--- config.mk ---
export PLATFORM = sky130hd
export DESIGN_NAME = ex_muldiv_unit
export DESIGN_NICKNAME = d
export VERILOG_FILES = /design/src/rtl/ex_muldiv_unit.sv
export SDC_FILE = /design/constraint.sdc
export NUM_CORES = 1
export LEC_CHECK = 0
export BUFFER_PORTS_ARGS = -buffer_cell sky130_fd_sc_hd__buf_4
export CAP_MARGIN = 20
export CORE_AREA = 2 2 241 243
export CTS_CLUSTER_DIAMETER = 50
export DETAILED_ROUTE_END_ITERATION = 12
export DIE_AREA = 0 0 243 245
export PLACE_DENSITY_LB_ADDON = 0.12
export SETUP_SLACK_MARGIN = 0.3
export SYNTH_ARGS = -nofsm -noshare
export SYNTH_HDL_FRONTEND = slang
export SYNTH_SLANG_ARGS = --single-unit
--- constraint.sdc ---
create_clock -name clk -period 6.6 [get_ports clk]
set_input_delay 0 -clock clk [delete_from_list [all_inputs] [get_ports clk]]
set_output_delay 0 -clock clk [all_outputs]
set_load 0.01 [all_outputs]
--- src/rtl/ex_muldiv_unit.sv ---
// Iterative RV32M multiply/divide engine for the EX stage. Optional macro FAST_MUL_EN
// replaces the iterative multiplier with a single-cycle combinational one.
module ex_muldiv_unit #(
    parameter int XLEN = 32
) (
    input  logic            clk,
    input  logic            rst_n,
    input  logic            start,
    input  logic [2:0]      op,
    input  logic [XLEN-1:0] rs1_val,
    input  logic [XLEN-1:0] rs2_val,
    input  logic            kill,
    output logic            stall_req,
    output logic            busy,
    output logic            done,
    output logic [XLEN-1:0] result
);

    localparam int CW = $clog2(XLEN);

    typedef enum logic [1:0] {
        ST_IDLE = 2'd0,
        ST_CALC = 2'd1,
        ST_DONE = 2'd2
    } state_t;

    state_t            state_r, state_nxt_s;
    logic [CW-1:0]     cnt_r, cnt_nxt_s;
    logic [2:0]        op_r, op_nxt_s;
    logic              sgn1_r, sgn1_nxt_s, sgn2_r, sgn2_nxt_s;
    logic [XLEN:0]     acc_r, acc_nxt_s;
    logic [XLEN-1:0]   lo_r, lo_nxt_s;
    logic [XLEN-1:0]   opb_r, opb_nxt_s;
    logic [XLEN-1:0]   result_r, result_nxt_s;
    logic              busy_r, done_r;

    logic              signed1_s, signed2_s, sgn1_s, sgn2_s;
    logic [XLEN-1:0]   abs1_s, abs2_s;
    logic              short_s;
    logic [XLEN-1:0]   short_res_s;
    logic [XLEN:0]     rem_sh_s, diff_s, msum_s;
    logic [XLEN:0]     step_acc_s;
    logic [XLEN-1:0]   step_lo_s;
    logic [XLEN-1:0]   q_fin_s, r_fin_s, final_s;
    logic [2*XLEN-1:0] prod_s, prod_fin_s;
`ifdef FAST_MUL_EN
    logic [2*XLEN-1:0] fprod_s, fprod_fin_s;
`endif

    // Operand decode: sign flags, magnitudes and the single-cycle special cases.
    always_comb begin
        signed1_s   = (op == 3'd1) || (op == 3'd2) || (op == 3'd4) || (op == 3'd6);
        signed2_s   = (op == 3'd1) || (op == 3'd4) || (op == 3'd6);
        sgn1_s      = signed1_s & rs1_val[XLEN-1];
        sgn2_s      = signed2_s & rs2_val[XLEN-1];
        abs1_s      = sgn1_s ? (~rs1_val + {{(XLEN-1){1'b0}}, 1'b1}) : rs1_val;
        abs2_s      = sgn2_s ? (~rs2_val + {{(XLEN-1){1'b0}}, 1'b1}) : rs2_val;
        short_s     = 1'b0;
        short_res_s = {XLEN{1'b0}};
`ifdef FAST_MUL_EN
        fprod_s     = {{XLEN{1'b0}}, abs1_s} * {{XLEN{1'b0}}, abs2_s};
        fprod_fin_s = (sgn1_s ^ sgn2_s) ? (~fprod_s + {{(2*XLEN-1){1'b0}}, 1'b1}) : fprod_s;
`endif
        if (op[2] && (rs2_val == {XLEN{1'b0}})) begin
            short_s     = 1'b1;
            short_res_s = op[1] ? rs1_val : {XLEN{1'b1}};
        end else if (op[2] && !op[0] && (rs1_val == {1'b1, {(XLEN-1){1'b0}}})
                     && (rs2_val == {XLEN{1'b1}})) begin
            short_s     = 1'b1;
            short_res_s = op[1] ? {XLEN{1'b0}} : {1'b1, {(XLEN-1){1'b0}}};
`ifdef FAST_MUL_EN
        end else if (!op[2]) begin
            short_s     = 1'b1;
            short_res_s = (op[1:0] == 2'b00) ? fprod_fin_s[XLEN-1:0] : fprod_fin_s[2*XLEN-1:XLEN];
`endif
        end else begin
            short_s     = 1'b0;
        end
    end

    // One radix-2 iteration: restoring divide on {acc,lo} or shift-add multiply.
    always_comb begin
        rem_sh_s = {acc_r[XLEN-1:0], lo_r[XLEN-1]};
        diff_s   = rem_sh_s - {1'b0, opb_r};
        msum_s   = {1'b0, acc_r[XLEN-1:0]} + (lo_r[0] ? {1'b0, opb_r} : {(XLEN+1){1'b0}});
        if (op_r[2]) begin
            if (!diff_s[XLEN]) begin
                step_acc_s = diff_s;
                step_lo_s  = {lo_r[XLEN-2:0], 1'b1};
            end else begin
                step_acc_s = rem_sh_s;
                step_lo_s  = {lo_r[XLEN-2:0], 1'b0};
            end
        end else begin
            step_acc_s = {1'b0, msum_s[XLEN:1]};
            step_lo_s  = {msum_s[0], lo_r[XLEN-1:1]};
        end
    end

    // Sign correction and result selection for the last iteration.
    always_comb begin
        q_fin_s    = (sgn1_r ^ sgn2_r) ? (~step_lo_s + {{(XLEN-1){1'b0}}, 1'b1}) : step_lo_s;
        r_fin_s    = sgn1_r ? (~step_acc_s[XLEN-1:0] + {{(XLEN-1){1'b0}}, 1'b1})
                            : step_acc_s[XLEN-1:0];
        prod_s     = {step_acc_s[XLEN-1:0], step_lo_s};
        prod_fin_s = (sgn1_r ^ sgn2_r) ? (~prod_s + {{(2*XLEN-1){1'b0}}, 1'b1}) : prod_s;
        if (op_r[2]) begin
            final_s = op_r[1] ? r_fin_s : q_fin_s;
        end else if (op_r[1:0] == 2'b00) begin
            final_s = prod_fin_s[XLEN-1:0];
        end else begin
            final_s = prod_fin_s[2*XLEN-1:XLEN];
        end
    end

    // FSM next-state and datapath register updates.
    always_comb begin
        state_nxt_s  = state_r;
        cnt_nxt_s    = cnt_r;
        op_nxt_s     = op_r;
        sgn1_nxt_s   = sgn1_r;
        sgn2_nxt_s   = sgn2_r;
        acc_nxt_s    = acc_r;
        lo_nxt_s     = lo_r;
        opb_nxt_s    = opb_r;
        result_nxt_s = result_r;
        case (state_r)
            ST_IDLE: begin
                if (kill) begin
                    state_nxt_s = ST_IDLE;
                end else if (start) begin
                    op_nxt_s   = op;
                    sgn1_nxt_s = sgn1_s;
                    sgn2_nxt_s = sgn2_s;
                    if (short_s) begin
                        result_nxt_s = short_res_s;
                        state_nxt_s  = ST_DONE;
                    end else begin
                        state_nxt_s = ST_CALC;
                        cnt_nxt_s   = {CW{1'b0}};
                        acc_nxt_s   = {(XLEN+1){1'b0}};
                        lo_nxt_s    = op[2] ? abs1_s : abs2_s;
                        opb_nxt_s   = op[2] ? abs2_s : abs1_s;
                    end
                end else begin
                    state_nxt_s = ST_IDLE;
                end
            end
            ST_CALC: begin
                if (kill) begin
                    state_nxt_s = ST_IDLE;
                    cnt_nxt_s   = {CW{1'b0}};
                end else begin
                    acc_nxt_s = step_acc_s;
                    lo_nxt_s  = step_lo_s;
                    if (cnt_r == CW'(XLEN-1)) begin
                        result_nxt_s = final_s;
                        state_nxt_s  = ST_DONE;
                        cnt_nxt_s    = {CW{1'b0}};
                    end else begin
                        cnt_nxt_s = cnt_r + {{(CW-1){1'b0}}, 1'b1};
                    end
                end
            end
            ST_DONE: begin
                state_nxt_s = ST_IDLE;
            end
            default: begin
                state_nxt_s = ST_IDLE;
                cnt_nxt_s   = {CW{1'b0}};
            end
        endcase
    end

    // State, datapath and registered output flops.
    always_ff @(posedge clk or negedge rst_n) begin
        if (!rst_n) begin
            state_r  <= ST_IDLE;
            cnt_r    <= {CW{1'b0}};
            op_r     <= 3'd0;
            sgn1_r   <= 1'b0;
            sgn2_r   <= 1'b0;
            acc_r    <= {(XLEN+1){1'b0}};
            lo_r     <= {XLEN{1'b0}};
            opb_r    <= {XLEN{1'b0}};
            result_r <= {XLEN{1'b0}};
            busy_r   <= 1'b0;
            done_r   <= 1'b0;
        end else begin
            state_r  <= state_nxt_s;
            cnt_r    <= cnt_nxt_s;
            op_r     <= op_nxt_s;
            sgn1_r   <= sgn1_nxt_s;
            sgn2_r   <= sgn2_nxt_s;
            acc_r    <= acc_nxt_s;
            lo_r     <= lo_nxt_s;
            opb_r    <= opb_nxt_s;
            result_r <= result_nxt_s;
            busy_r   <= (state_nxt_s == ST_CALC);
            done_r   <= (state_nxt_s == ST_DONE);
        end
    end

    // Stall drops in the same cycle as a kill so the flush is not held off.
    assign stall_req = (((state_r == ST_IDLE) & start & ~short_s) | (state_r == ST_CALC)) & ~kill;
    assign busy      = busy_r;
    assign done      = done_r;
    assign result    = result_r;

endmodule

==> flow_metrics.py, run 1 <==
metrics = {
    "run_status": {
        "status": "finished clean",
    },
    "grt": {
        "grt_pass1_wl_um": 120000,
        "grt_max_degree": 77,
        "grt_overflow": 0,
        "gr-usage-all-layers_pct": 27.0,
        "antenna_found_initial": 5,
        "grt_pass1_vias": 17541,
    },
    "setup_path": {
        "cp-start-kind": "register",
        "cpMaxStageDelayCell": "a211oi_4",
        "worstSetupPathType": "register to register",
        "cp-end-kind": "register",
        "cp.buffers_inverters": 3,
        "critPathTopFamily": "compound AO/OA/AOI/OAI gates",
        "worstPathArrival_ns": 6.25,
        "cp_max_fo": 25,
        "cp_cell_sequence": "inv_1, ha_1, inv_1, fa_1, a211oi_2, o211ai_1, a21o_1, o211a_4, nor3_2, nor2_2, buf_4, nand2_1, a31o_2, ha_1, o221ai_2, a211oi_4, nor4b_4, a31oi_1, xnor2_1, o211a_1, a211o_1",
        "worstPathRequired_ns": 7.00,
        "cp_slowest_stage_delay_ns": 0.69,
    },
    "power_and_ir_drop": {
        "power.net_switching_uw": 5370,
        "ir_drop_mv": 0.207,
        "combPwrFrac_pct": 73.2,
        "clock_power_share_pct": 11.7,
        "p_leak_uw": 0.00783,
        "p_seq_share_pct": 15.1,
        "sw_frac_of_total_pct": 57.2,
        "powerDensity_nw_per_um2": 491,
        "power_uw": 9400,
        "internal_power_uw": 4030,
    },
    "yosys": {
        "synth_most_common_cell": "nand2_1",
        "yosysSeqAreaShare_pct": 21.0,
        "yosysTopAreaCell": "dfrtp_1",
        "netlist_instances": 2299,
        "avgSynthCellArea_sq_um": 7.36,
        "netlist_area_sq_um": 16900,
        "synth.area.top_cells": "dfrtp_1 (21%), a21oi_1 (7.2%), o21ai_0 (5.9%)",
        "yosys.area.top_type_share_pct": 21.0,
        "synth_flop_cell": "dfrtp_1",
        "ys_ff_latch": 142,
        "synth_edf_count": 0,
        "synth_nets": 2443,
        "synthArstFlopShare_pct": 100,
        "synth_common_cells": "nand2_1 (249), a21oi_1 (242), nor2_1 (226)",
        "yosysUniqueCellTypes": 115,
        "synth_warnings": 0,
    },
    "drt": {
        "dr.pass1.iters": 6,
        "wl_per_cell_um": 26.1,
        "vias": 18365,
        "ant_nets": 0,
        "drt-total-wl_um": 81100,
        "drcViolationCount": 0,
        "drt_iter0_markers": 1593,
        "drt-vias-per-instance": 5.90,
    },
    "sta": {
        "worstMarginPinSlew_ns": 1.08,
        "rsz0062_at_grt": "no",
        "hold_viol_final": 0,
        "fin_skew_ns": 0.0211,
        "report.final.slew_viol_count": 0,
        "worst_slack_ns": 0.751,
        "clock.fmax_ghz": 0.171,
        "min_period_ns": 5.85,
        "fin_crit_sh_pct": 88.6,
        "setup-violations-final": 0,
        "max_slew_margin_pct": 27.8,
        "finalSetupTns_ns": 0,
    },
    "place": {
        "hpwl_um": 63700,
        "dp.cells": 3071,
        "port_buffers": 105,
        "place_ws_ns": 0.797,
        "place.gp.congestion": 0.933,
    },
    "floorplan": {
        "io_pins": 106,
        "die_h_um": 245,
        "die_x_um": 243,
        "core_area_sq_um": 57000,
        "start_util_pct": 29.7,
        "die_area_sq_um": 59500,
        "rows": 88,
    },
    "clocking": {
        "cts.sinks": 142,
        "cts_buffer_depth": 2,
        "cts_tree": "done",
        "h-tree-depth": 4,
        "clk_pin_slew_ns": 0.07,
        "post_cts_buffers": 0,
        "clock_latency_ns": 0.51,
        "tritoncts.num_buffers": 17,
        "cts_resized": 0,
        "cts_root_buf": "clkbuf_16",
    },
    "flow_run": {
        "max_cap_viol_count": 0,
    },
    "min_path": {
        "hp-class": "input port to register",
    },
    "finish": {
        "final_layout_size_suffix_gt1_share_pct": 11.9,
        "fin_nets": 2476,
        "area_delta_synth_final_pct": 13.1,
        "fin_cells": 3111,
        "nFillCells": 6293,
    },
}
layer usage:
layer	up-vias	track usage, %	wire [um]	part of all wire [%]
met5	-	0	0	0
met4	0	8.63	2340	2.9
met3	110	4.56	4990	6.2
met2	674	43.4	36800	45
met1	9067	36.9	37000	46
li1	8514	-	-	-
path summary, 6_finish.rpt:
| path | startpoint | endpoint | slack (ns) | cells past startpoint |
|---|---|---|---|---|
| setup reg to reg | lo_r[31] | result[30] | 0.75 | 21 |
| max in group asynchronous | rst_n | op_r[2] | 4.91 | 3 |
| min in group asynchronous | rst_n | cnt_r[2] | 0.09 | 2 |
| hold reg to reg | result[3] | result[3] | 0.47 | 2 |
| hold / removal | rs2_val[16] | opb_r[16] | 0.05 | 4 |
| setup / recovery | lo_r[31] | result[30] | 0.75 | 21 |
tightest hold or removal path: cells and delay by family:
| kind | cells | cell delay (ns) |
|---|---|---|
| buffers and inverters | 1 | 0.12 |
| XOR/XNOR | 1 | 0.15 |
| AO/OA/AOI/OAI | 2 | 0.23 |
logic make-up (layout without fill, tap and decap cells):
| kind of cell | after synthesis | after routing | synth area share (%) |
|---|---|---|---|
| buffers and inverters | 204 | 250 | 5.01 |
| AOI/OAI and AO/OA | 788 | 788 | 30.6 |
| DFF | 142 | 142 | 21.0 |
| and+or+nand+nor | 838 | 838 | 24.1 |
| xor gates and xnor gates | 180 | 180 | 9.31 |
| other | 0 | 1 | 0 |
| adders and majority gates | 73 | 73 | 5.48 |
| muxes | 74 | 74 | 4.47 |
layout make-up:
type	instances	area (sq um)	area share, %
Antenna cell	1	2.50	0.0131
Clock buffer	21	460	2.41
Clock inverter	11	164	0.856
Inverter	60	225	1.18
Multi-Input combinational cell	1953	12600	65.6
Sequential cell	142	3560	18.6
Tap cell	765	957	5.00
Timing Repair Buffer	158	1210	6.31
through the flow:
step,area (sq um),hold slack (ns),util (%)
floorplan,16900,-0.296,-
global placement,18400,0.128,32.3
detailed placement,18400,0.124,32.3
CTS,19100,0.0218,33.5
global route,19100,0.0688,33.5
finish,19100,0.0469,33.6
power groups by stage:
stage | Sequential (uW) | Clock [uW] | Combinational [uW]
floorplan | 1270 | 0 | 4630
global placement | 1420 | 0 | 6740
detailed placement | 1430 | 0 | 6720
CTS | 1410 | 1130 | 6760
global route | 1450 | 1160 | 7380
finish | 1420 | 1100 | 6880
state kept, by name (all words and copies together), names as in the netlist:
name and cells:
acc_r 32, busy 1, cnt_r 5, done 1
lo_r 32, op_r 3, opb_r 32, result 32
sgn1_r 1, sgn2_r 1, state_r 2
layout by cell type, fill, tap and decap left out, types with 30 or more instances in the layout:
cell type	n
a31oi_1	31
o21ai_0	201
and2_1	44
a21oi_1	242
a21o_1	30
ha_1	71
xnor2_1	104
nand3_1	72
nor2_1	225
dfrtp_1	141
xor2_1	74
nand4_1	31
nand2_1	248
inv_1	59
buf_4	150
mux2i_1	61
nor3_1	64
timing repair:
item,CTS,global route
hold buffers,7,0
hold endpoints to repair,89,0
endpoints found under the setup margin,0,0
Power figures use the tool's default switching activity.
==> inputs of run 2 (changes only) <==
REMOVE_ABC_BUFFERS = 1   (was default)
==> flow_metrics.py, run 2 (same netlist as run 1, synthesis figures left out) <==
metrics = {
    "run_status": {
        "status": "finished clean",
    },
    "drt": {
        "dr.pass1.iters": 6,
        "drt-vias-per-instance": 5.73,
        "ant_nets": 0,
        "drt-total-wl_um": 74500,
        "wl_per_cell_um": 24.0,
        "vias": 17769,
        "drcViolationCount": 0,
        "drt_iter0_markers": 1529,
    },
    "finish": {
        "area_delta_synth_final_pct": 12.9,
        "layout_commonest_cell": "nand2_1",
        "multi_input_area_sq_um": 12600,
        "nFillCells": 6232,
        "fin_nets": 2469,
        "postLayoutCellArea_sq_um": 19100,
        "fin_cells": 3102,
        "antenna_cells": 0,
        "seqCellArea_sq_um": 3560,
        "final_layout_size_suffix_gt1_share_pct": 11.6,
        "final_cell_mix": "nand2_1 (248), a21oi_1 (242), nor2_1 (226)",
    },
    "sta": {
        "min_period_ns": 5.98,
        "clock.fmax_ghz": 0.167,
        "setup-violations-final": 0,
        "fin_crit_sh_pct": 90.5,
        "fin_skew_ns": 0.0111,
        "max_slew_margin_pct": 35.0,
        "hold_slack_ns": 0.0226,
        "worstMarginPinSlew_ns": 0.968,
        "rsz0062_at_grt": "no",
        "report.final.slew_viol_count": 0,
        "hold_viol_final": 0,
    },
    "floorplan": {
        "die_h_um": 245,
        "core_area_sq_um": 57000,
        "die_area_sq_um": 59500,
        "rows": 88,
        "start_util_pct": 29.7,
        "io_pins": 106,
        "die_x_um": 243,
    },
    "flow_run": {
        "max_cap_viol_count": 0,
    },
    "setup_path": {
        "cp-end-kind": "register",
        "reg2reg_slack_ns": 0.62,
        "timing.rr.start": "lo_r[31]",
        "worstPathRequired_ns": 7.00,
        "cpMostUsedCell": "nor3_1",
        "cp.buffers_inverters": 2,
        "cp_cell_sequence": "inv_1, ha_1, inv_1, fa_1, a211oi_2, o211ai_1, a21o_1, o211a_4, nor3_2, nor2_2, a21oi_1, ha_1, o21ai_0, or4_1, nor3_1, nand2_1, nor3_1, a21oi_1, xor2_1, a221oi_1, nor3_1, nor2_1",
        "reg2reg_depth": 22,
        "cp_slowest_stage_delay_ns": 0.76,
        "cp_max_fo": 4,
        "reg2reg_to": "result[2]",
        "worstSetupPathType": "register to register",
        "critPathTopFamily": "simple AND/OR/NAND/NOR gates",
        "worstPathArrival_ns": 6.38,
        "cpMaxStageDelayCell": "nor3_1",
        "cp-start-kind": "register",
    },
    "min_path": {
        "hold_depth": 4,
        "hold_start": "rs1_val[9]",
        "hp-class": "input port to register",
        "hold-path-endpoint": "result[9]",
    },
    "clocking": {
        "tritoncts.num_buffers": 17,
        "cts_buffer_depth": 2,
        "cts_root_buf": "clkbuf_16",
        "clock_latency_ns": 0.47,
        "clk_pin_slew_ns": 0.06,
        "h-tree-depth": 4,
        "cts_tree": "done",
        "cts.sinks": 142,
        "cts_resized": 0,
    },
    "power_and_ir_drop": {
        "p_seq_share_pct": 15.5,
        "powerDensity_nw_per_um2": 474,
        "combPwrFrac_pct": 72.0,
        "power.net_switching_uw": 5060,
        "sw_frac_of_total_pct": 55.8,
        "p_leak_uw": 0.00781,
        "ir_drop_mv": 0.215,
        "clock_power_share_pct": 12.5,
        "internal_power_uw": 4000,
        "power_uw": 9060,
    },
    "grt": {
        "grt_pass1_vias": 16964,
        "antenna_found_initial": 1,
        "grt_overflow": 0,
        "grt_pass1_wl_um": 111000,
        "gr-usage-all-layers_pct": 24.6,
        "grt_max_degree": 91,
    },
    "place": {
        "port_buffers": 105,
        "dp.cells": 3063,
        "placed_area_sq_um": 18400,
        "place.gp.congestion": 0.952,
        "hpwl_um": 58000,
    },
}
run 2: cell count changes in the layout (fill, tap and decap cells not counted):
cell	before	now
buf_4	150	141
buf_8	0	1
bufinv_16	4	5
clkbuf_1	2	1
clkinv_2	4	3
diode_2	1	0
dlygate4sd3_1	7	8
nor2_1	225	226
nor2_2	3	2
run 2: worst reg2reg max path, delay by kind of cell, from the launching register on:
kind	cells	cell delay, ns
AND/OR/NAND/NOR	8	2.23
AO/OA/AOI/OAI	8	2.09
adder cells (fa/ha/maj)	3	0.88
flip-flops	1	0.40
XOR/XNOR	1	0.19
buffers and inverters	2	0.15
run 2: repair_timing:
item	CTS	global route
setup buffers	0	0
hold endpoints to repair	64	0
hold buffers	8	0
endpoints found under the setup margin	0	0
run 2: routing by layer:
layer / wire, um / track usage [%] / share of wire [%] / vias up
met5: 0 / 0 / 0 / -
met4: 2460 / 9.33 / 3.3 / 0
met3: 3730 / 2.23 / 5.0 / 84
met2: 34200 / 39.9 / 46 / 598
met1: 34200 / 33.9 / 46 / 8600
li1: - / - / - / 8487
run 2: area by class of cell:
cell class / instances / area share [%]
clock buffers: 20 / 2.39
clock inverters: 11 / 0.989
inverters: 60 / 1.18
multi-input cells: 1953 / 65.7
flip-flops and latches: 142 / 18.6
well taps: 765 / 5.01
repair buffers: 151 / 6.10
run 2: power by group through the flow:
| stage | registers, uW | logic, uW | clock network (uW) |
|---|---|---|---|
| floorplan | 1340 | 4450 | 0 |
| global placement | 1420 | 6360 | 0 |
| detailed placement | 1420 | 6350 | 0 |
| CTS | 1400 | 6400 | 1150 |
| global route | 1450 | 7060 | 1170 |
| finish | 1400 | 6530 | 1130 |
run 2: worst max-delay path by stage:
stage / from / endpoint / slack, ns / cells after the start
floorplan: op_r[2] / result[19] / -1.04 / 13
global placement: lo_r[0] / result[19] / 0.71 / 15
detailed placement: lo_r[31] / result[2] / 0.77 / 22
finish: lo_r[31] / result[2] / 0.62 / 22
global route: lo_r[31] / result[2] / 0.39 / 22
CTS: lo_r[31] / result[2] / 0.71 / 22
run 2: through the flow:
stage,utilization (%),setup slack [ns],TNS [ns]
after floorplan,-,-1.04,-19.24
after global placement,32.2,0.706,0
after detailed placement,32.2,0.775,0
after CTS,33.5,0.714,0
after global routing,33.5,0.387,0
final,33.5,0.624,0
==> inputs of run 3 (changes only) <==
clock period = 6.5 ns   (was 6.6 ns; I/O delays follow)
==> flow_metrics.py, run 3 (same netlist as run 1, synthesis figures left out) <==
metrics = {
    "setup_path": {
        "cp-end-kind": "register",
        "cp_max_fo": 4,
        "cp-start-kind": "register",
        "worstPathArrival_ns": 6.36,
        "reg2reg_slack_ns": 0.56,
        "reg2reg_to": "result[2]",
        "worstPathRequired_ns": 6.93,
        "timing.rr.start": "lo_r[31]",
        "reg2reg_depth": 22,
        "worstSetupPathType": "register to register",
    },
    "sta": {
        "rsz0062_at_grt": "no",
        "worstMarginPinSlew_ns": 1.03,
        "clock.fmax_ghz": 0.168,
        "report.final.slew_viol_count": 0,
        "fin_crit_sh_pct": 91.3,
        "max_slew_margin_pct": 31.1,
        "fin_skew_ns": 0.0126,
        "finalSetupTns_ns": 0,
        "hold_viol_final": 0,
        "min_period_ns": 5.94,
        "setup-violations-final": 0,
        "hold_slack_ns": 0.0410,
    },
    "min_path": {
        "hold_depth": 5,
        "hp-class": "input port to register",
        "hold_start": "rs1_val[2]",
        "hold-path-endpoint": "opb_r[2]",
    },
    "clocking": {
        "clk_pin_slew_ns": 0.06,
        "cts_root_buf": "clkbuf_16",
        "tritoncts.num_buffers": 17,
        "clock_latency_ns": 0.50,
        "cts_tree": "done",
        "h-tree-depth": 4,
        "cts_buffer_depth": 2,
        "cts.sinks": 142,
        "post_cts_buffers": 0,
    },
    "floorplan": {
        "rows": 88,
        "die_h_um": 245,
        "core_area_sq_um": 57000,
        "die_area_sq_um": 59500,
        "start_util_pct": 29.7,
        "io_pins": 106,
        "die_x_um": 243,
    },
    "grt": {
        "busiest_layer": "met2",
        "met1_usage_pct": 33.9,
        "grt_util_met3_pct": 3.77,
        "grt_pass1_vias": 17181,
        "grt_max_degree": 95,
        "antenna_found_initial": 2,
        "grt_use_met2_pct": 40.1,
        "grt_pass1_wl_um": 112000,
        "gr-usage-all-layers_pct": 25.0,
        "grt_overflow": 0,
    },
    "drt": {
        "vias": 18029,
        "ant_nets": 0,
        "drt_iter0_markers": 1481,
        "drcViolationCount": 0,
        "wl_per_cell_um": 24.2,
        "drt-vias-per-instance": 5.80,
        "dr.pass1.iters": 7,
        "drt-total-wl_um": 75200,
    },
    "place": {
        "place.gp.congestion": 1.00,
        "hpwl_um": 58300,
        "port_buffers": 105,
    },
    "finish": {
        "nFillCells": 6250,
        "area_delta_synth_final_pct": 13.6,
        "antenna_cells": 0,
        "fin_nets": 2478,
        "final_layout_size_suffix_gt1_share_pct": 11.5,
        "final_cell_mix": "nand2_1 (248), a21oi_1 (242), nor2_1 (226)",
        "layout_commonest_cell": "nand2_1",
    },
    "flow_run": {
        "max_cap_viol_count": 0,
    },
    "power_and_ir_drop": {
        "powerDensity_nw_per_um2": 481,
        "p_leak_uw": 0.00786,
        "ir_drop_mv": 0.224,
    },
    "run_status": {
        "status": "finished clean",
    },
}
==> run 3: cell type report <==
type                       count  area (sq um)  area share (%)
multi-input combinational   1953         12600            65.3
sequential                   142          3560            18.5
timing repair buffer         160          1270            6.60
tap                          765           957            4.98
clock buffer                  22           474            2.47
inverter                      60           225            1.17
clock inverter                 9           181           0.943
==> run 3: metal layers <==
layer | wire [um] | up-vias
met1 | 34100 | 8778
met2 | 34200 | 633
met3 | 4420 | 105
met5 | 0 | -
li1 | - | 8513
met4 | 2520 | 0
==> run 3: critical path: stages, from the launching register on <==
cell and delay (ns):
dfrtp_1 0.40, inv_1 0.10, ha_1 0.17, inv_1 0.05, fa_1 0.45, a211oi_2 0.32
o211ai_1 0.18, a21o_1 0.26, o211a_4 0.27, nor3_2 0.18, nor2_2 0.09, a21oi_1 0.27
ha_1 0.27, o21ai_0 0.13, or4_1 0.59, nor3_1 0.27, nand2_1 0.11, nor3_1 0.71
a21oi_1 0.18, xor2_1 0.18, a221oi_1 0.49, nor3_1 0.11, nor2_1 0.11
==> run 3: how the worst max path moves through the flow <==
stage	endpoint	slack [ns]	cells past startpoint	startpoint
2_1_floorplan	result[19]	-1.14	13	op_r[2]
3_3_place_gp	result[31]	0.65	15	lo_r[0]
3_5_place_dp	result[2]	0.71	22	lo_r[31]
4_1_cts	result[2]	0.67	22	lo_r[31]
5_1_grt	result[2]	0.30	22	lo_r[31]
6_report	result[2]	0.56	22	lo_r[31]
==> run 3: report_power, final <==
part	switching [uW]	leakage, uW	total [uW]	internal, uW
registers	335	0.00180	1430	1090
logic	4370	0.00575	6660	2290
clock network	459	0.000309	1170	709
total	5170	0.00786	9260	4090
==> run 3: timing repair <==
| action | CTS | global route |
|---|---|---|
| setup endpoints to repair | 0 | 1 |
| gates resized for setup | 0 | 1 |
| hold buffers | 18 | 0 |
| endpoints found under the hold margin | 94 | 0 |
==> run 3: stage by stage <==
step | total power, uW | std cells | cell area (sq um) | worst slack [ns] | util, %
finish | 9260 | 3111 | 19200 | 0.564 | 33.7
global route | 9910 | 3111 | 19200 | 0.301 | 33.7
CTS | 9150 | 3111 | 19200 | 0.667 | 33.7
detailed placement | 7910 | 3062 | 18400 | 0.713 | 32.2
global placement | 7910 | 3061 | 18400 | 0.651 | 32.2
floorplan | 5870 | 2155 | 16300 | -1.14 | -
